`src/rtl/bnn_xnor_dot_array.sv`:
```
// Multi-lane XNOR/popcount BNN dot-product engine with a two-stage pipeline and pad masking.
// Optional per-lane threshold binarisation is enabled by defining BNN_THRESH_EN.
module bnn_xnor_dot_array #(
  parameter int N_BITS  = 256,
  parameter int WORD_W  = 32,
  parameter int N_LANES = 4,
  parameter int ACC_W   = 16
) (
  input  logic                       clk,
  input  logic                       rst_n,
  input  logic                       in_valid,
  output logic                       in_ready,
  input  logic                       in_last,
  input  logic [WORD_W-1:0]          a_word,
  input  logic [N_LANES*WORD_W-1:0]  w_words,
  output logic                       out_valid,
  input  logic                       out_ready,
  output logic [N_LANES*ACC_W-1:0]   acc_out,
  output logic                       len_err
`ifdef BNN_THRESH_EN
  ,
  input  logic [N_LANES*ACC_W-1:0]   thr_in,
  output logic [N_LANES-1:0]         sign_out
`endif
);

  localparam int N_WORDS   = (N_BITS + WORD_W - 1) / WORD_W;
  localparam int LAST_BITS = N_BITS - (N_WORDS - 1) * WORD_W;
  localparam int CNT_W     = (N_WORDS > 1) ? $clog2(N_WORDS) : 1;
  localparam int PC_W      = $clog2(WORD_W + 1);
  localparam logic [CNT_W-1:0] LAST_IDX = CNT_W'(N_WORDS - 1);

  function automatic logic [WORD_W-1:0] last_mask();
    logic [WORD_W-1:0] m;
    for (int i = 0; i < WORD_W; i++) m[i] = (i < LAST_BITS);
    return m;
  endfunction

  localparam logic [WORD_W-1:0] LAST_MASK = last_mask();

  function automatic logic [PC_W-1:0] popcnt(input logic [WORD_W-1:0] v);
    logic [PC_W-1:0] n;
    n = '0;
    for (int i = 0; i < WORD_W; i++) n = n + PC_W'(v[i]);
    return n;
  endfunction

  function automatic logic signed [ACC_W-1:0] contrib(input logic [PC_W-1:0] pc, input logic use_last);
    int nb;
    nb = use_last ? LAST_BITS : WORD_W;
    return ACC_W'(2 * int'(pc) - nb);
  endfunction

  // IDLE: waiting for first beat | ACCUM: streaming beats
  // DRAIN: last beat in flight    | HOLD: result presented until handshake
  typedef enum logic [1:0] {IDLE, ACCUM, DRAIN, HOLD} state_t;

  state_t                  state_q;
  logic                    in_ready_q, out_valid_q;
  logic [CNT_W-1:0]        cnt_q;
  logic                    over_q;
  logic                    s1_vld_q, s1_first_q, s1_last_q, s1_err_q, s1_nbl_q;
  logic [PC_W-1:0]         s1_pc_q [N_LANES];
  logic signed [ACC_W-1:0] acc_q   [N_LANES];
  logic                    err_q;

  logic                    accept, at_last_idx, beat_err, err_d;
  logic [WORD_W-1:0]       mask;
  logic [PC_W-1:0]         pc_d    [N_LANES];
  logic signed [ACC_W-1:0] acc_d   [N_LANES];

  assign accept      = in_valid & in_ready_q;
  assign at_last_idx = (cnt_q == LAST_IDX) & ~over_q;
  assign beat_err    = over_q | (in_last & (cnt_q != LAST_IDX));
  assign mask        = at_last_idx ? LAST_MASK : '1;

  always_comb begin
    for (int k = 0; k < N_LANES; k++) begin
      pc_d[k]  = popcnt(~(a_word ^ w_words[k*WORD_W +: WORD_W]) & mask);
      acc_d[k] = (s1_first_q ? '0 : acc_q[k]) + contrib(s1_pc_q[k], s1_nbl_q);
    end
    err_d = (s1_first_q ? 1'b0 : err_q) | s1_err_q;
  end

  always_ff @(posedge clk or negedge rst_n) begin
    if (!rst_n) begin
      state_q     <= IDLE;
      in_ready_q  <= 1'b1;
      out_valid_q <= 1'b0;
      cnt_q       <= '0;
      over_q      <= 1'b0;
      s1_vld_q    <= 1'b0;
      s1_first_q  <= 1'b0;
      s1_last_q   <= 1'b0;
      s1_err_q    <= 1'b0;
      s1_nbl_q    <= 1'b0;
      err_q       <= 1'b0;
      for (int k = 0; k < N_LANES; k++) begin
        s1_pc_q[k] <= '0;
        acc_q[k]   <= '0;
      end
    end else begin
      s1_vld_q <= accept;
      if (accept) begin
        s1_first_q <= (state_q == IDLE);
        s1_last_q  <= in_last;
        s1_err_q   <= beat_err;
        s1_nbl_q   <= at_last_idx;
        for (int k = 0; k < N_LANES; k++) s1_pc_q[k] <= pc_d[k];
        if (in_last) begin
          cnt_q  <= '0;
          over_q <= 1'b0;
        end else if (cnt_q == LAST_IDX) begin
          over_q <= 1'b1;
        end else begin
          cnt_q <= cnt_q + CNT_W'(1);
        end
      end
      if (s1_vld_q) begin
        for (int k = 0; k < N_LANES; k++) acc_q[k] <= acc_d[k];
        err_q <= err_d;
      end
      case (state_q)
        IDLE, ACCUM: begin
          if (accept) begin
            state_q <= in_last ? DRAIN : ACCUM;
            if (in_last) in_ready_q <= 1'b0;
          end
        end
        DRAIN: begin
          if (s1_vld_q && s1_last_q) begin
            state_q     <= HOLD;
            out_valid_q <= 1'b1;
          end
        end
        HOLD: begin
          if (out_ready) begin
            state_q     <= IDLE;
            out_valid_q <= 1'b0;
            in_ready_q  <= 1'b1;
          end
        end
        default: state_q <= IDLE;
      endcase
    end
  end

  assign in_ready  = in_ready_q;
  assign out_valid = out_valid_q;
  assign len_err   = err_q;

  always_comb begin
    acc_out = '0;
    for (int k = 0; k < N_LANES; k++) acc_out[k*ACC_W +: ACC_W] = acc_q[k];
  end

`ifdef BNN_THRESH_EN
  logic [N_LANES*ACC_W-1:0] thr_q;
  logic [N_LANES-1:0]       sign_q;

  always_ff @(posedge clk or negedge rst_n) begin
    if (!rst_n) begin
      thr_q  <= '0;
      sign_q <= '0;
    end else begin
      if (accept && in_last) thr_q <= thr_in;
      if (s1_vld_q && s1_last_q) begin
        for (int k = 0; k < N_LANES; k++)
          sign_q[k] <= (acc_d[k] >= $signed(thr_q[k*ACC_W +: ACC_W]));
      end
    end
  end

  assign sign_out = sign_q;
`endif

endmodule
```
`config.mk`:
```
export PLATFORM = sky130hd
export DESIGN_NAME = bnn_xnor_dot_array
export DESIGN_NICKNAME = d
export VERILOG_FILES = /design/src/rtl/bnn_xnor_dot_array.sv
export SDC_FILE = /design/constraint.sdc
export NUM_CORES = 1
export LEC_CHECK = 0
export ABC_AREA = 1
export CAP_MARGIN = 20
export CORE_MARGIN = 1.5
export CORE_UTILIZATION = 45
export CTS_CLUSTER_SIZE = 8
export DETAILED_ROUTE_END_ITERATION = 12
export PLACE_DENSITY = 0.75
export SLEW_MARGIN = 10
export SYNTH_ARGS = -nofsm -noshare
export SYNTH_HDL_FRONTEND = slang
export SYNTH_SLANG_ARGS = --single-unit
```
`constraint.sdc`:
```
create_clock -name clk -period 2.65 [get_ports clk]
set_input_delay 0.3975 -clock clk [delete_from_list [all_inputs] [get_ports clk]]
set_output_delay 0.3975 -clock clk [all_outputs]
set_load 0.01 [all_outputs]
```
Yosys cells after proc, flatten, opt, wreduce, memory -nomap -nowiden

Index checks and enable logic that the tools add are counted.

Register bits: 101
Bits of input ports: 165
Output and inout bits: 67

$add $sub $neg: 133
Equal/unequal tests: 10
Muxes and demuxes: 21
Bitwise logic cells: 12
Reductions and logical operators: 11

Operators by type and width:

| cell                | number |
|---|---|
| $add 6x1->6         | 104 |
| $not 32->32         | 4 |
| $xor 32x32->32      | 4 |
| $add 16x16->16      | 4 |
| $mux 16             | 4 |
| $sub 7x6->8 const B | 4 |
| $add 5x1->6         | 4 |
| $add 4x1->5         | 4 |
| $add 3x1->4         | 4 |
| $add 2x1->3         | 4 |
| $ne 2x2->1 const B  | 5 |
| $add 1x1->2         | 4 |
| $mux 1              | 8 |
| $mux 2              | 4 |
| $mux 3              | 2 |
| $pmux 2 s3          | 1 |
| $reduce_and 3->1    | 2 |
| $reduce_bool 2->1   | 3 |
| $eq 2x2->1 const B  | 2 |
| $pmux 1 s2          | 2 |
| $reduce_and 2->1    | 2 |
| $reduce_and 4->1    | 1 |
| $add 3x1->3 const B | 1 |
| $eq 3x3->1 const B  | 1 |
| 7 further kinds     | 9 |

Logic depth before layout (Yosys ltp)

Gate-level depths: netlist (run 1).

Word-level depth: 33
Mapped depth: 19
Gate-level depth less buffers: 19

Worst setup path after synthesis (run 1)

No wires, ideal clock.

Path kind: input to register
Start: input a_word[0]
End: register s1_pc_q[4] (netlist bit)
Library setup time: 0.137 ns
Arrival time: 5.057 ns
Data required time: 2.513 ns
Slack: -2.545 ns
Cell stages on the path: 17
Cell sequence: clkbuf_1 xnor2_1 fa_1 inv_1 fa_1 fa_1 fa_1 fa_1 fa_1 inv_1 ha_1 fa_1 nand2_1 a21oi_1 or2_2 nand3_1 o221ai_1

Word-level cells in the longest chain between the ends: 33

Ends and longest elaborated chain:

| item                          | RTL line | source |
|---|---|---|
| start, declared               | 14       | `input logic [WORD_W-1:0] a_word,` |
| $xor 32x32->32                | 79       | `pc_d[k] = popcnt(~(a_word ^ w_words[k*WORD_W +: WORD_W]) & mask);` |
| $not 32->32                   | 79       |  |
| $add 1x1->2                   | 44       | `for (int i = 0; i < WORD_W; i++) n = n + PC_W'(v[i]);` |
| $add 2x1->3                   | 44       |  |
| $add 3x1->4                   | 44       |  |
| $add 4x1->5                   | 44       |  |
| $add 5x1->6                   | 44       |  |
| $add 6x1->6 (26 in series)    | 44       |  |
| end signal, assigned by index | 99       | `s1_pc_q[k] <= '0;` |
| end, declared                 | 63       | `logic [PC_W-1:0] s1_pc_q [N_LANES];` |

No other way between the ends.
A chain may end at the register's enable or synchronous reset.

Worst setup path in the final report (run 1)

Start: input w_words[7]
End: register s1_pc_q[22] (netlist bit)

Word-level cells in the longest chain between the ends: 27

Ends and longest elaborated chain:

| item                       | RTL line | source |
|---|---|---|
| start, declared            | 15       | `input logic [N_LANES*WORD_W-1:0] w_words,` |
| $xor 32x32->32             | 79       |  |
| $not 32->32                | 79       |  |
| $add 6x1->6 (25 in series) | 44       |  |

No other way between the ends.

==> flow_summary.toml, run 1 <==
[setup_path]
end_kind = "register"
crit_path_top_delay_cell = "fa_1"
startpoint = "w_words[7]"
max_stage_delay_ns = 0.56
r2r_start = "s1_first_q"
rr_worst_depth = 11
critPathKind = "input port to register"
cp_data_arrival_time_ns = 5.07
critical_path.cell_chain = "dlygate4sd2_1 -> xor2_1 -> fa_1 -> fa_1 -> inv_1 -> fa_2 -> fa_2 -> fa_1 -> fa_1 -> ha_4 -> fa_2 -> nand2_2 -> a21oi_2 -> or2_4 -> nand3_2 -> o221ai_2"
worstPathMaxFanout = 2
worst-r2r-setup-slack_ns = 0.27
crit_family = "adder cells"
cp.depth = 16
startpoint_type = "input port"
cp.required_ns = 2.88
critPathMostFrequentCell = "fa_1"
endpoint = "s1_pc_q[22]"
reg2reg_to = "acc_out[45]"
critPathBufInv = 2

[clock_network]
cts_buffers = 9
cts_tree = "yes"
clock_latency_ns = 0.36
htree_num_levels = 3
clk_pin_slew_ns = 0.08
cts_root_buffer = "clkbuf_16"
clock_sinks = 97
max-clock-path-buffers = 2
ctsHoldBuffers = 0

[global_route]
grt_pass1_wl_um = 52830
grt_usage_pct = 25.18
overflow = 0
grt_pass1_vias = 10870
grt_max_degree = 57
antenna_found_initial = 0

[yosys]
yosysTopAreaCell = "dfrtp_1"
ys_ff_latch = 97
synth_warnings = 0
synth_area_um2 = 11730
avgSynthCellArea_um2 = 7.263
yosysSeqAreaShare_pct = 20.70
synth_area_leaders = "dfrtp_1 (20%), fa_1 (17%), nand2_1 (14%)"
ys_types = 30
synth_top_area_share_pct = 20.48
synthCells = 1615

[finish]
final-seq-area_um2 = 2430
layout-drive-gt1-share_pct = 14.95
multi_input_area_um2 = 8582
final_cell_mix = "nand2_1 (413), inv_1 (327), clkdlybuf4s50_1 (151)"
final_common_cell = "nand2_1"
area_growth_pct = 35.55
final_nets = 2250
fillers = 2232
diodes = 0

[sta]
layout_min_cycle_time_ns = 4.840
fin_crit_sh_pct = 182.6
hold_ws_ns = 0.05012
finalSetupViolCount = 24
fmax_ghz = 0.2066
worstMarginPinSlew_ns = 0.6414
timing.slew.headroom_pct = 57.24
slew_violations = 0
setup_ws_ns = -2.190
rsz0062_at_grt = "yes"
hold_viol = 0
skew_ns = 0.009983

[route]
drc = 0
wl_per_cell_um = 14.88
dr.pass1.iters = 5
antenna_left = 0
vias = 10780
drt-total-wl_um = 33190
viasPerCell = 4.835
first_iter_violations = 578

[run_status]
violations = "setup timing"
status = "finished, violations left"

[die]
core_um2 = 25400
die_h_um = 164.5
placementRows = 58
start_util_pct = 46.18
die_area_um2 = 27040
die_x_um = 164.5
io_pins = 232

[place]
dp_hpwl_um = 27130
place.gp.congestion = 0.8761
port_buffers = 227

[worst_hold_path]
min-delay-path-class = "input port to asynchronous set/reset pin"

[flow_run]
maxCapViolations = 0
==> how the worst min path moves through the flow <==
stage,startpoint,to,slack (ns),cells after the start
2_1_floorplan,rst_n,acc_out[10],0.10,0
6_report,rst_n,acc_out[27],0.05,1
5_1_grt,rst_n,acc_out[27],0.11,1
4_1_cts,rst_n,acc_out[27],0.09,1
3_3_place_gp,s1_err_q,len_err,0.46,2
3_5_place_dp,rst_n,acc_out[28],0.47,1
==> kinds of logic after synthesis <==
family                     after synthesis  share of synthesized area (%)
xor gates and xnor gates               144                          10.75
and+or+nand+nor                        669                          23.40
DFF                                     97                          20.70
adders and majority gates              190                          26.67
buffers and inverters                  394                          13.00
AOI/OAI and AO/OA                      120                          5.440
other                                    1                        0.03197
==> through the flow <==
step	worst slack (ns)	util, %	TNS, ns	area (um2)	std cells
after detailed placement	-3.051	58.91	-65.82	14960	2199
after global routing	-2.300	62.60	-47.26	15900	2230
after global placement	-2.964	58.91	-63.72	14960	2199
after CTS	-2.282	61.57	-46.89	15640	2225
final	-2.190	62.60	-44.68	15900	2230
after floorplan	-2.173	-	-45.42	12040	1618
==> cell type report <==
| type | instances | share of cell area [%] |
|---|---|---|
| clock buffer | 9 | 1.416 |
| clock inverter | 7 | 0.3777 |
| inverter | 356 | 8.404 |
| multi-input combinational | 1127 | 53.97 |
| sequential | 97 | 15.28 |
| tap | 330 | 2.597 |
| timing repair buffer | 304 | 17.95 |
==> cell usage after synthesis <==
| cell | n |
|---|---|
| nand2_1 | 423 |
| nand3_2 | 8 |
| conb_1 | 1 |
| o22ai_1 | 7 |
| buf_4 | 7 |
| dfstp_2 | 1 |
| inv_2 | 1 |
| o221ai_1 | 5 |
| a31oi_1 | 4 |
| nor3_1 | 4 |
| o21ai_0 | 56 |
| or2_2 | 4 |
| o21a_1 | 2 |
| xnor2_1 | 68 |
| nand4_1 | 9 |
| ha_1 | 90 |
| dfrtp_1 | 96 |
| a21oi_1 | 37 |
| buf_2 | 10 |
| clkbuf_1 | 20 |
| nand3_1 | 81 |
| nand2_2 | 2 |
| or2_0 | 4 |
| xor2_1 | 76 |
| inv_1 | 355 |
| nor2_1 | 126 |
| nand3b_1 | 8 |
| buf_6 | 1 |
| fa_1 | 100 |
| o21ai_1 | 9 |
==> worst register-to-register path: stages, from the launching register on <==
cell and delay (ns):
dfrtp_1 0.55, inv_2 0.34, nand2_1 0.15, fa_1 0.44, inv_1 0.14, nand3_1 0.09
nand3_1 0.15, nand3_1 0.12, nand3_1 0.09, nand2_1 0.05, nand3_1 0.09, nand2_1 0.07
==> what timing repair did <==
item,CTS,global route
endpoints found under the setup margin,24,24
buffers inserted,11,9
resized for setup,244,107
pin swaps,99,75
==> sequential cells by signal, indices dropped and copies added, names as in the netlist <==
register,cells
acc_out,60
s1_err_q,1
out_valid,1
len_err,1
in_ready,1
s1_last_q,1
cnt_q,3
over_q,1
s1_pc_q,24
state_q,2
s1_first_q,1
s1_vld_q,1
==> metal layers <==
metal	track usage (%)	routed length (um)	part of all wire [%]
met1	30.09	13710	41
met2	44.21	16150	49
met3	4.370	1809	5.5
met4	11.43	1522	4.6
met5	0	0	0
Power of run 1 is not shown: default switching activity piles up to over one toggle a cycle in this logic, so the estimate is an artifact.
==> run 2: changes to the inputs <==
--- a/config.mk
+++ b/config.mk
@@ -6,12 +6,12 @@
 export NUM_CORES = 1
 export LEC_CHECK = 0
 export ABC_AREA = 1
-export CAP_MARGIN = 20
+export CAP_MARGIN = 0
 export CORE_MARGIN = 1.5
 export CORE_UTILIZATION = 45
 export CTS_CLUSTER_SIZE = 8
 export DETAILED_ROUTE_END_ITERATION = 12
-export PLACE_DENSITY = 0.75
+export PLACE_DENSITY = 0.72
 export SLEW_MARGIN = 10
 export SYNTH_ARGS = -nofsm -noshare
 export SYNTH_HDL_FRONTEND = slang
==> constraint.sdc (replaced) <==
create_clock -name clk -period 4.3 [get_ports clk]
set_input_delay 0.645 -clock clk [delete_from_list [all_inputs] [get_ports clk]]
set_output_delay 0.645 -clock clk [all_outputs]
set_load 0.01 [all_outputs]
==> run 2 against run 1 <==
The flow still finishes with violations (setup timing). Critical path depth up 2. Critical endpoint unchanged. Sequential share of layout area up 0.12 points. First-iteration DRC count down 10%. Final cell count down 0.58%.
==> flow_summary.toml, run 2 (synthesis results as in run 1) <==
[global_route]
antenna_found_initial = 0
grt_max_degree = 66
grt_pass1_vias = 10630
overflow = 0
grt.met1_usage_pct = 30.00
grt_pass1_wl_um = 52170
busiest_layer = "met2"
grt_usage_pct = 25.00
use_met3_pct = 4.470
grtUsageMet2_pct = 44.65

[setup_path]
reg2reg_to = "acc_out[23]"
rr_worst_depth = 11
critical_path.cell_chain = "buf_6 -> xor2_2 -> fa_1 -> inv_2 -> fa_1 -> inv_2 -> fa_1 -> inv_2 -> fa_2 -> fa_1 -> fa_1 -> ha_4 -> fa_2 -> nand2_2 -> a21oi_2 -> or2_4 -> nand3_2 -> o221ai_2"
end_kind = "register"
critPathKind = "input port to register"
worstPathMaxFanout = 2
r2r_start = "s1_first_q"
max_stage_delay_ns = 0.56
startpoint = "w_words[27]"
worst-r2r-setup-slack_ns = 1.34
cp_data_arrival_time_ns = 5.32
startpoint_type = "input port"
crit_path_top_delay_cell = "fa_2"
critPathMostFrequentCell = "fa_1"
cp.required_ns = 4.51

[die]
io_pins = 232
die_h_um = 164.5
core_um2 = 25400
die_x_um = 164.5
placementRows = 58
die_area_um2 = 27040
start_util_pct = 46.18

[route]
vias = 10520
wl_per_cell_um = 14.49
dr.pass1.iters = 5
drt-total-wl_um = 32130
first_iter_violations = 520
antenna_left = 0
drc = 0
viasPerCell = 4.747

[clock_network]
clock_latency_ns = 0.36
clk_pin_slew_ns = 0.07
ctsHoldBuffers = 0
cts_root_buffer = "clkbuf_16"
max-clock-path-buffers = 2
cts_buffers = 9
htree_num_levels = 3
cts_tree = "yes"
clock_sinks = 97

[finish]
final_cell_area_um2 = 15780
largest_reg_flops = 60
final_cell_mix = "nand2_1 (417), inv_1 (333), clkdlybuf4s50_1 (151)"
fillers = 2238
multi_input_area_um2 = 8546
final_common_cell = "nand2_1"
stdcell_count = 2217
layout-drive-gt1-share_pct = 13.35
area_growth_pct = 34.52
final-seq-area_um2 = 2430
final_nets = 2237
diodes = 0

[sta]
rsz0062_at_grt = "yes"
skew_ns = 0.01012
slew_violations = 0
fin_crit_sh_pct = 118.8
worstMarginPinSlew_ns = 1.070
finalSetupViolCount = 23
hold_viol = 0
timing.slew.headroom_pct = 28.65
fmax_ghz = 0.1958
layout_min_cycle_time_ns = 5.108
setup_ws_ns = -0.8081

[place]
dp_hpwl_um = 26750
place.gp.congestion = 0.8815
port_buffers = 227
place_area_um2 = 14870
dp_cells = 2190

[flow_run]
maxCapViolations = 0

[run_status]
status = "finished, violations left"
violations = "setup timing"

[worst_hold_path]
min-delay-path-class = "input port to asynchronous set/reset pin"
-- run 2: cell count changes in the layout (fill, tap and decap cells not counted), moves of 3 or more --
cell / delta
o21ai_0: +5
nand2_1: +4
clkdlybuf4s15_1: -4
nand2_2: -4
buf_2: -3
dlygate4sd2_1: +5
buf_4: -10
inv_1: +6
inv_2: -6
o21ai_2: -4
buf_6: -4
-- run 2: final cells by class --
type                       instances  share of cell area [%]
clock buffer                       9                   1.427
clock inverter                     7                  0.5471
inverter                         356                   8.469
multi-input combinational       1127                   54.16
sequential                        97                   15.40
tap                              330                   2.617
timing repair buffer             291                   17.38
-- run 2: what timing repair did --
item / CTS / global route
cloned: 0 / 0
setup buffers: 9 / 4
pin swaps: 84 / 84
setup endpoints to repair: 24 / 24
resized for setup: 175 / 134
-- run 2: how the worst max path moves through the flow --
stage	depth (start not counted)	slack (ns)	end
after CTS	19	-0.93	s1_pc_q[22]
after global placement	20	-1.55	s1_pc_q[10]
after detailed placement	20	-1.63	s1_pc_q[10]
after floorplan	17	-0.77	s1_pc_q[22]
final	18	-0.81	s1_pc_q[22]
after global routing	21	-0.91	s1_pc_q[10]
-- run 2: stage by stage --
| step | hold slack, ns | utilization [%] | setup TNS [ns] | setup slack (ns) |
|---|---|---|---|---|
| after detailed placement | 0.4635 | 58.54 | -31.93 | -1.633 |
| after global routing | 0.2782 | 62.12 | -14.51 | -0.9092 |
| after floorplan | 0.3494 | - | -11.77 | -0.7709 |
| final | 0.2434 | 62.12 | -11.73 | -0.8081 |
| after CTS | 0.2552 | 60.91 | -15.34 | -0.9277 |
| after global placement | 0.4602 | 58.54 | -30.06 | -1.553 |
-- run 2: metal layers --
| metal | vias up | part of all wire, % |
|---|---|---|
| met1 | 4845 | 42 |
| met5 | - | 0 |
| met2 | 259 | 49 |
| li1 | 5366 | - |
| met3 | 53 | 5.3 |
| met4 | 0 | 3.6 |
-- run 2: critical path: cells and delay by family --
| kind | cells | cell delay (ns) |
|---|---|---|
| buffers and inverters | 4 | 0.22 |
| adder cells (fa/ha/maj) | 8 | 3.70 |
| XOR/XNOR | 1 | 0.17 |
| AO/OA/AOI/OAI | 2 | 0.16 |
| AND/OR/NAND/NOR | 3 | 0.40 |
Power of run 2 is left out for the same reason.
==> run 3: changes to the inputs <==
--- a/config.mk
+++ b/config.mk
@@ -16,3 +16,4 @@
 export SYNTH_ARGS = -nofsm -noshare
 export SYNTH_HDL_FRONTEND = slang
 export SYNTH_SLANG_ARGS = --single-unit
+export TNS_END_PERCENT = 1
==> run 3 against run 2 <==
The flow still finishes with violations (setup timing). Count of clock-buffer cells in the layout unchanged. Global-route usage decreased by 0.33 points. First-iteration DRC count increased by 0.19%. Die area unchanged. Via count increased by 0.52%. Sequential share of layout area increased by 0.50 points. Setup slack improved by 0.080 ns. Final area decreased by 3.1%. Register-to-register slack improved by 0.06 ns. Fmax increased by 1.6%. Final cell count decreased by 0.50%. Critical path depth decreased by 2. Critical path type unchanged.
==> flow_summary.toml, run 3 (synthesis results as in run 1) <==
[setup_path]
rr_worst_depth = 10
worst-r2r-setup-slack_ns = 1.40
r2r_start = "s1_first_q"
startpoint_type = "input port"
crit_path_top_delay_cell = "fa_1"
reg2reg_to = "acc_out[23]"
cp_data_arrival_time_ns = 5.26
critPathMostFrequentCell = "fa_1"
startpoint = "w_words[9]"
cp.required_ns = 4.53
endpoint = "s1_pc_q[22]"
critical_path.cell_chain = "dlygate4sd2_1 -> xor2_1 -> fa_1 -> fa_1 -> inv_2 -> fa_2 -> fa_2 -> fa_1 -> fa_1 -> ha_4 -> fa_2 -> nand2_2 -> a21oi_2 -> or2_4 -> nand3_2 -> o221ai_2"
end_kind = "register"
worstPathMaxFanout = 2
max_stage_delay_ns = 0.58
critPathKind = "input port to register"

[flow_run]
maxCapViolations = 0

[finish]
fillers = 2381
final_nets = 2226
stdcell_count = 2206
largest_reg_flops = 60
layout-drive-gt1-share_pct = 10.82
final_cell_mix = "nand2_1 (419), inv_1 (338), clkdlybuf4s50_1 (151)"
final_common_cell = "nand2_1"
diodes = 0
area_growth_pct = 30.31
final-seq-area_um2 = 2430
fin_util_pct = 60.18
multi_input_area_um2 = 8248

[sta]
worstMarginPinSlew_ns = 0.9684
fmax_ghz = 0.1989
fin_crit_sh_pct = 116.9
timing.slew.headroom_pct = 35.44
setup_ws_ns = -0.7278
slew_violations = 0
finalSetupViolCount = 23
skew_ns = 0.01024
hold_viol = 0
rsz0062_at_grt = "yes"
layout_min_cycle_time_ns = 5.028

[place]
port_buffers = 227
dp_hpwl_um = 26740
dp_cells = 2182
place.gp.congestion = 0.9005

[route]
dr.pass1.iters = 5
vias = 10580
antenna_left = 0
wl_per_cell_um = 14.62
drc = 0
first_iter_violations = 521
viasPerCell = 4.795
drt-total-wl_um = 32250

[clock_network]
cts_root_buffer = "clkbuf_16"
cts_buffers = 9
htree_num_levels = 3
cts_tree = "yes"
clock_latency_ns = 0.35
clk_pin_slew_ns = 0.07
clock_sinks = 97
max-clock-path-buffers = 2

[global_route]
grt_max_degree = 59
grt_pass1_wl_um = 51510
grt_usage_pct = 24.66
grtUsageMet2_pct = 43.79
grt_pass1_vias = 10460
antenna_found_initial = 0
grt.met1_usage_pct = 29.72
overflow = 0
busiest_layer = "met2"
use_met3_pct = 4.646

[run_status]
status = "finished, violations left"
violations = "setup timing"

[die]
die_h_um = 164.5
placementRows = 58
io_pins = 232
core_um2 = 25400
die_area_um2 = 27040
start_util_pct = 46.18
die_x_um = 164.5

[worst_hold_path]
min-delay-path-class = "input port to asynchronous set/reset pin"
## run 3: cell count changes in the layout (fill, tap and decap cells not counted), moves of 6 or more
cell,change
buf_6,-10
fa_1,+10
fa_2,-10
xor2_1,+10
xor2_2,-8
ha_4,-6
xnor2_1,+6
## run 3: cell type report
| cell class | instances | area share [%] |
|---|---|---|
| inverters | 356 | 8.742 |
| repair buffers | 280 | 16.83 |
| multi-input cells | 1127 | 53.96 |
| clock buffers | 9 | 1.473 |
| flip-flops and latches | 97 | 15.90 |
| well taps | 330 | 2.701 |
| clock inverters | 7 | 0.4011 |
## run 3: stage by stage
step	TNS (ns)	area [um2]	hold slack [ns]	worst slack, ns
after global routing	-15.15	15290	0.2583	-0.8583
after detailed placement	-31.85	14700	0.4683	-1.627
after global placement	-29.61	14700	0.4581	-1.529
after CTS	-14.95	15150	0.2356	-0.8877
final	-11.72	15290	0.2279	-0.7278
after floorplan	-12.56	11900	0.3494	-0.7812
## run 3: worst min-delay path by stage
stage              from  slack (ns)     endpoint  cells after the start
2_1_floorplan     rst_n        0.35  acc_out[10]                      0
3_3_place_gp   s1_err_q        0.46      len_err                      2
3_5_place_dp   s1_err_q        0.47      len_err                      2
4_1_cts           rst_n        0.24  acc_out[27]                      1
5_1_grt           rst_n        0.26  acc_out[27]                      1
6_report          rst_n        0.23  acc_out[27]                      1
## run 3: per-layer routing
metal,part of all wire [%],wire (um),vias to the layer above
met2,49,15940,307
met3,5.7,1823,52
met1,42,13420,4874
met5,0,0,-
met4,3.3,1072,0
li1,-,-,5345
## run 3: critical path, delay by kind of cell
kind            cells  cell delay, ns
fa+ha+maj           8            3.57
compound gates      2            0.14
simple gates        3            0.40
xor+xnor            1            0.21
buf+inv             2            0.29
## run 3: what timing repair did
action	4_1_cts	5_1_grt
endpoints found under the setup margin	24	24
hold buffers	0	0
cloned	0	0
pin swaps	70	61
buffers inserted	6	3
resized for setup	168	88
Power of run 3 is left out for the same reason.
==> patch 1 (settings of run 2) <==
Change the parameter `N_LANES` from 4 to 8.
--- a/src/rtl/bnn_xnor_dot_array.sv
+++ b/src/rtl/bnn_xnor_dot_array.sv
@@ -3,7 +3,7 @@
 module bnn_xnor_dot_array #(
   parameter int N_BITS  = 256,
   parameter int WORD_W  = 32,
-  parameter int N_LANES = 4,
+  parameter int N_LANES = 8,
   parameter int ACC_W   = 16
 ) (
   input  logic                       clk,
Interface: changed (resized acc_out and w_words); port bits go from 232 to 424. The function was not compared with the original's and may differ.
==> patch 1 against run 2 <==
  * The flow still finishes with violations (negative setup slack)
  * Via count rose by 97%
  * Register-to-register slack got worse by 0.07 ns
  * Critical path type unchanged
  * Critical endpoint is now s1_pc_q[34]$_DFFE_PN0P_
  * Routed wire length rose by 130%
  * Sequential cell count rose by 84
  * Setup slack improved by 0.012 ns
  * Design area rose by 98%
  * Area after synthesis rose by 96%
  * Non-clock buffer count rose by 277
Power is left out: the tool's default activity adds up to more than one toggle a clock period on the data nets, which glitch-free logic cannot reach.
==> patch 1: results (changes against run 2) <==
run status: finished with violations
failing checks: negative setup slack
CP Capture Point: s1_pc_q[34]$_DFFE_PN0P_
synth cell count leaders: nand2_1, inv_1, nor2_1
reg2reg path depth: 11 (unchanged)
Num CTS Buffers: 17 (+8)
Nets: 4357 (+95%)
DP Wirelength: 59400 um (+120%)
worst-skew pair later-pin latency: 0.47 ns (+0.11 ns)
slew margin rel.: 27.0% (-1.7 points)
Syn Area/Cell: 7.21 sq um (-0.69%)
CP peak stage delay: 0.54 ns (-0.02 ns)
Setup Skew: 0.0158 ns (+0.00567 ns)
WP data arrival: 5.42 ns (+0.10 ns)
GPL Wtd Cong: 0.980 (+11%)
dpl cells: 4288 (+96%)
Worst Slack Setup Final: -0.796 ns (+0.0118 ns)
pin count of the biggest net entering global routing: 97 (+47%)
final WL: 72700 um (+130%)
Setup violations, final: 44 (+91%)
Setup crit start: a_word[3]
placed cell area: 29200 sq um (+97%)
reg2reg end: acc_out[109]$_DFFE_PN0P_
flop-to-flop setup slack: 1.27 ns (-0.07 ns)
Area contributors post-synth: dfrtp_1, fa_1, nand2_1
Setup TNS: -20.81 ns (-9.08 ns)
pre-CTS WS: -1.64 ns (-0.0104 ns)
smallest hold slack: 0.217 ns (-0.0265 ns)
Cell variety after synth: 36 (+20%)
Layout area overhead: 36.4%
CTS HTree Levels: 4 (+1)
initial antenna violation count: 18 (+18)
vias: 20.7k (+97%)
Largest register FFs: 120 (+100%)
Port Buf Inserts: 415 (+83%)
Avg WL per Cell: 16.6 um (+14%)
layout cells sized above 1: 13.3% (-0.027 points)
First DRT Iteration DRCs: 1250 (+140%)
first-pass GRT wire length: 113000 um (+120%)
Yosys warning count: 0 (unchanged)
[patch 1: cell types whose count changed after synthesis, sizes merged, moves of 10 or more]
cell | before | now
nand3b | 8 | 19
inv | 356 | 702
xor2 | 76 | 185
nor2 | 126 | 255
o21ai | 65 | 116
nand3 | 89 | 164
ha | 90 | 178
nand2 | 425 | 842
o22ai | 7 | 17
xnor2 | 68 | 103
fa | 100 | 200
dfrtp | 96 | 180
buf | 18 | 77
a21oi | 37 | 72
[patch 1: worst max-delay path: cells and delay by family]
family                     cells  cell delay, ns
AOI/OAI and AO/OA              2            0.15
buffers and inverters          6            0.61
xor gates and xnor gates       1            0.12
adders and majority gates      8            3.49
and+or+nand+nor                3            0.41
[patch 1: timing repair]
item | in CTS | in global routing
setup endpoints to repair | 48 | 48
buffers inserted | 48 | 24
pin swaps | 160 | 112
resized for setup | 346 | 128
[patch 1: metal layers]
layer	global-route usage, %	share of wire (%)
met4	10.8	4.2
met5	0	0.099
met3	4.60	4.8
met2	47.9	48
met1	35.0	43
[patch 1: final cells by class]
| class | instances | area [sq um] |
|---|---|---|
| Tap cell | 672 | 841 |
| Clock buffer | 18 | 439 |
| Inverter | 702 | 2640 |
| Timing Repair Buffer | 568 | 5780 |
| Multi-Input combinational cell | 2216 | 16900 |
| Antenna cell | 9 | 22.5 |
| Clock inverter | 14 | 151 |
| Fill cell | 4425 | 19000 |
| Sequential cell | 181 | 4540 |
[patch 1: kinds of logic after synthesis]
| group | count (synthesis) | synth area share [%] |
|---|---|---|
| AOI/OAI and AO/OA | 225 | 5.24 |
| and+or+nand+nor | 1317 | 23.4 |
| adders and majority gates | 378 | 27.2 |
| buffers and inverters | 791 | 13.5 |
| other | 1 | 0.0163 |
| DFF | 181 | 19.7 |
| xor gates and xnor gates | 288 | 11.0 |
==> patch 2 (config.mk and constraints of run 2) <==
Made on the original files. The 4 states of `state_t` get a one-hot encoding in 4 bits.
--- a/src/rtl/bnn_xnor_dot_array.sv
+++ b/src/rtl/bnn_xnor_dot_array.sv
@@ -53,7 +53,7 @@
 
   // IDLE: waiting for first beat | ACCUM: streaming beats
   // DRAIN: last beat in flight    | HOLD: result presented until handshake
-  typedef enum logic [1:0] {IDLE, ACCUM, DRAIN, HOLD} state_t;
+  typedef enum logic [3:0] {IDLE = 4'b0001, ACCUM = 4'b0010, DRAIN = 4'b0100, HOLD = 4'b1000} state_t;
 
   state_t                  state_q;
   logic                    in_ready_q, out_valid_q;
Formal check against the unedited RTL: no difference found for any inputs over 4 cycles, from zero or initial values and one cycle with rst_n low; so few cycles prove little.
==> patch 2 against run 2 <==
  * The flow still finishes with violations (negative setup slack)
  * Sequential cell count up 2
  * Routed wire length up 0.35%
  * Via count up 1.0%
  * Area after synthesis about the same
  * Die area about the same
  * Critical path type unchanged
  * Setup slack better by 0.098 ns
  * Design area up 0.63%
  * Highest routed layer unchanged
==> patch 2: results (changes against run 2) <==
run status: finished with violations
failing checks: negative setup slack
GPL Wtd Cong: 0.911 (+3.3%)
final non-filler cell total: 2220 (+0.14%)
sequential element share of the synthesized area: 21.1% (+0.42 points)
pin count of the biggest net entering global routing: 74 (+12%)
GRT Total Usage: 24.6% (-0.38 points)
first-pass GRT wire length: 51700 um (-0.83%)
synth cell count leaders: nand2_1, inv_1, nor2_1
Fillers: 2240 (+0.089%)
Area contributors post-synth: dfrtp_1, fa_1, nand2_1
Setup violations, final: 21 (-8.7%)
WP data arrival: 5.25 ns (-0.07 ns)
slew of the pin with the lowest slew margin: 1.01 ns (-0.0593 ns)
grt met2 use: 42.1% (-2.6 points)
Setup Skew: 0.00970 ns (-0.000417 ns)
grt met3 use: 3.16% (-1.3 points)
layout cells sized above 1: 17.1% (+3.7 points)
Syn Area/Cell: 7.33 sq um (+0.96%)
Synth Area in Compound Gates: 5.52% (+0.081 points)
Cell variety after synth: 35 (+17%)
Setup TNS: -9.43 ns (+2.30 ns)
Worst Slack Setup Final: -0.710 ns (+0.0978 ns)
met2 WL post-DR: 15700 um (-0.91%)
vias per std cell: 4.79 (+0.88%)
Post-Synth XOR/XNOR Area: 10.6% (-0.16 points)
DP Wirelength: 26100 um (-2.6%)
-- patch 2: final cells by class --
| class | count | area [sq um] | area share [%] |
|---|---|---|---|
| Sequential cell | 99 | 2480 | 15.6 |
| Tap cell | 330 | 413 | 2.60 |
| Timing Repair Buffer | 299 | 2790 | 17.6 |
| Clock buffer | 9 | 225 | 1.42 |
| Multi-Input combinational cell | 1136 | 8630 | 54.4 |
| Clock inverter | 7 | 62.6 | 0.394 |
| Inverter | 340 | 1280 | 8.05 |
-- patch 2: power breakdown --
part / leakage (nW) / total, mW / internal [mW] / switching (mW)
sequential: 1.30 / 0.930 / 0.930 / 0
combinational: 6.55 / 11.2 / 5.76 / 5.41
clock: 0.138 / 0.806 / 0.403 / 0.402
total: 7.99 / 12.9 / 7.09 / 5.81
-- patch 2: worst register-to-register path, cell delays in order, from the launching register on --
cell and delay [ns]:
dfrtp_1 1.01, buf_4 0.51, nor2_1 0.11, ha_1 0.21, inv_1 0.07, fa_1 0.20
inv_1 0.09, nand2_1 0.09, nand3_2 0.12, or2_1 0.23, nand3_1 0.08, o21ai_1 0.08
-- patch 2: final timing paths --
check / startpoint / to / slack, ns / depth (start not counted)
setup / recovery: w_words[123] / s1_pc_q[4]$_DFFE_PN0P_ / -0.71 / 16
hold / removal: rst_n / acc_out[30]$_DFFE_PN0P_ / 0.43 / 1
setup reg to reg: s1_first_q$_DFFE_PN0P_ / acc_out[7]$_DFFE_PN0P_ / 1.37 / 11
hold reg to reg: s1_pc_q[6]$_DFFE_PN0P_ / s1_pc_q[6]$_DFFE_PN0P_ / 0.49 / 2
max in group asynchronous: rst_n / s1_vld_q$_DFF_PN0_ / 2.94 / 2
min in group clk: s1_pc_q[6]$_DFFE_PN0P_ / s1_pc_q[6]$_DFFE_PN0P_ / 0.49 / 2
-- patch 2: logic make-up (layout without fill, tap and decap cells) --
| group | count (synthesis) | in the layout |
|---|---|---|
| AND/OR/NAND/NOR | 681 | 681 |
| flip-flops | 99 | 99 |
| adder cells (fa/ha/maj) | 190 | 190 |
| XOR/XNOR | 142 | 142 |
| other | 1 | 4 |
| buffers and inverters | 369 | 655 |
| AO/OA/AOI/OAI | 119 | 119 |
-- patch 2: per-stage QoR --
step,setup slack [ns],hold WS (ns),cell area [sq um]
6_report,-0.710,0.428,15900
5_1_grt,-0.842,0.511,15900
4_1_cts,-0.801,0.478,15700
3_5_place_dp,-1.56,0.475,15000
3_3_place_gp,-1.48,0.465,15000
2_1_floorplan,-0.678,0.349,12000
-- patch 2: what timing repair did --
item / CTS / global route
hold endpoints to repair: 0 / 0
resized for setup: 306 / 103
setup endpoints to repair: 24 / 24
gates cloned: 0 / 0
pin swaps: 113 / 93
buffers inserted: 11 / 10
hold buffers: 0 / 0
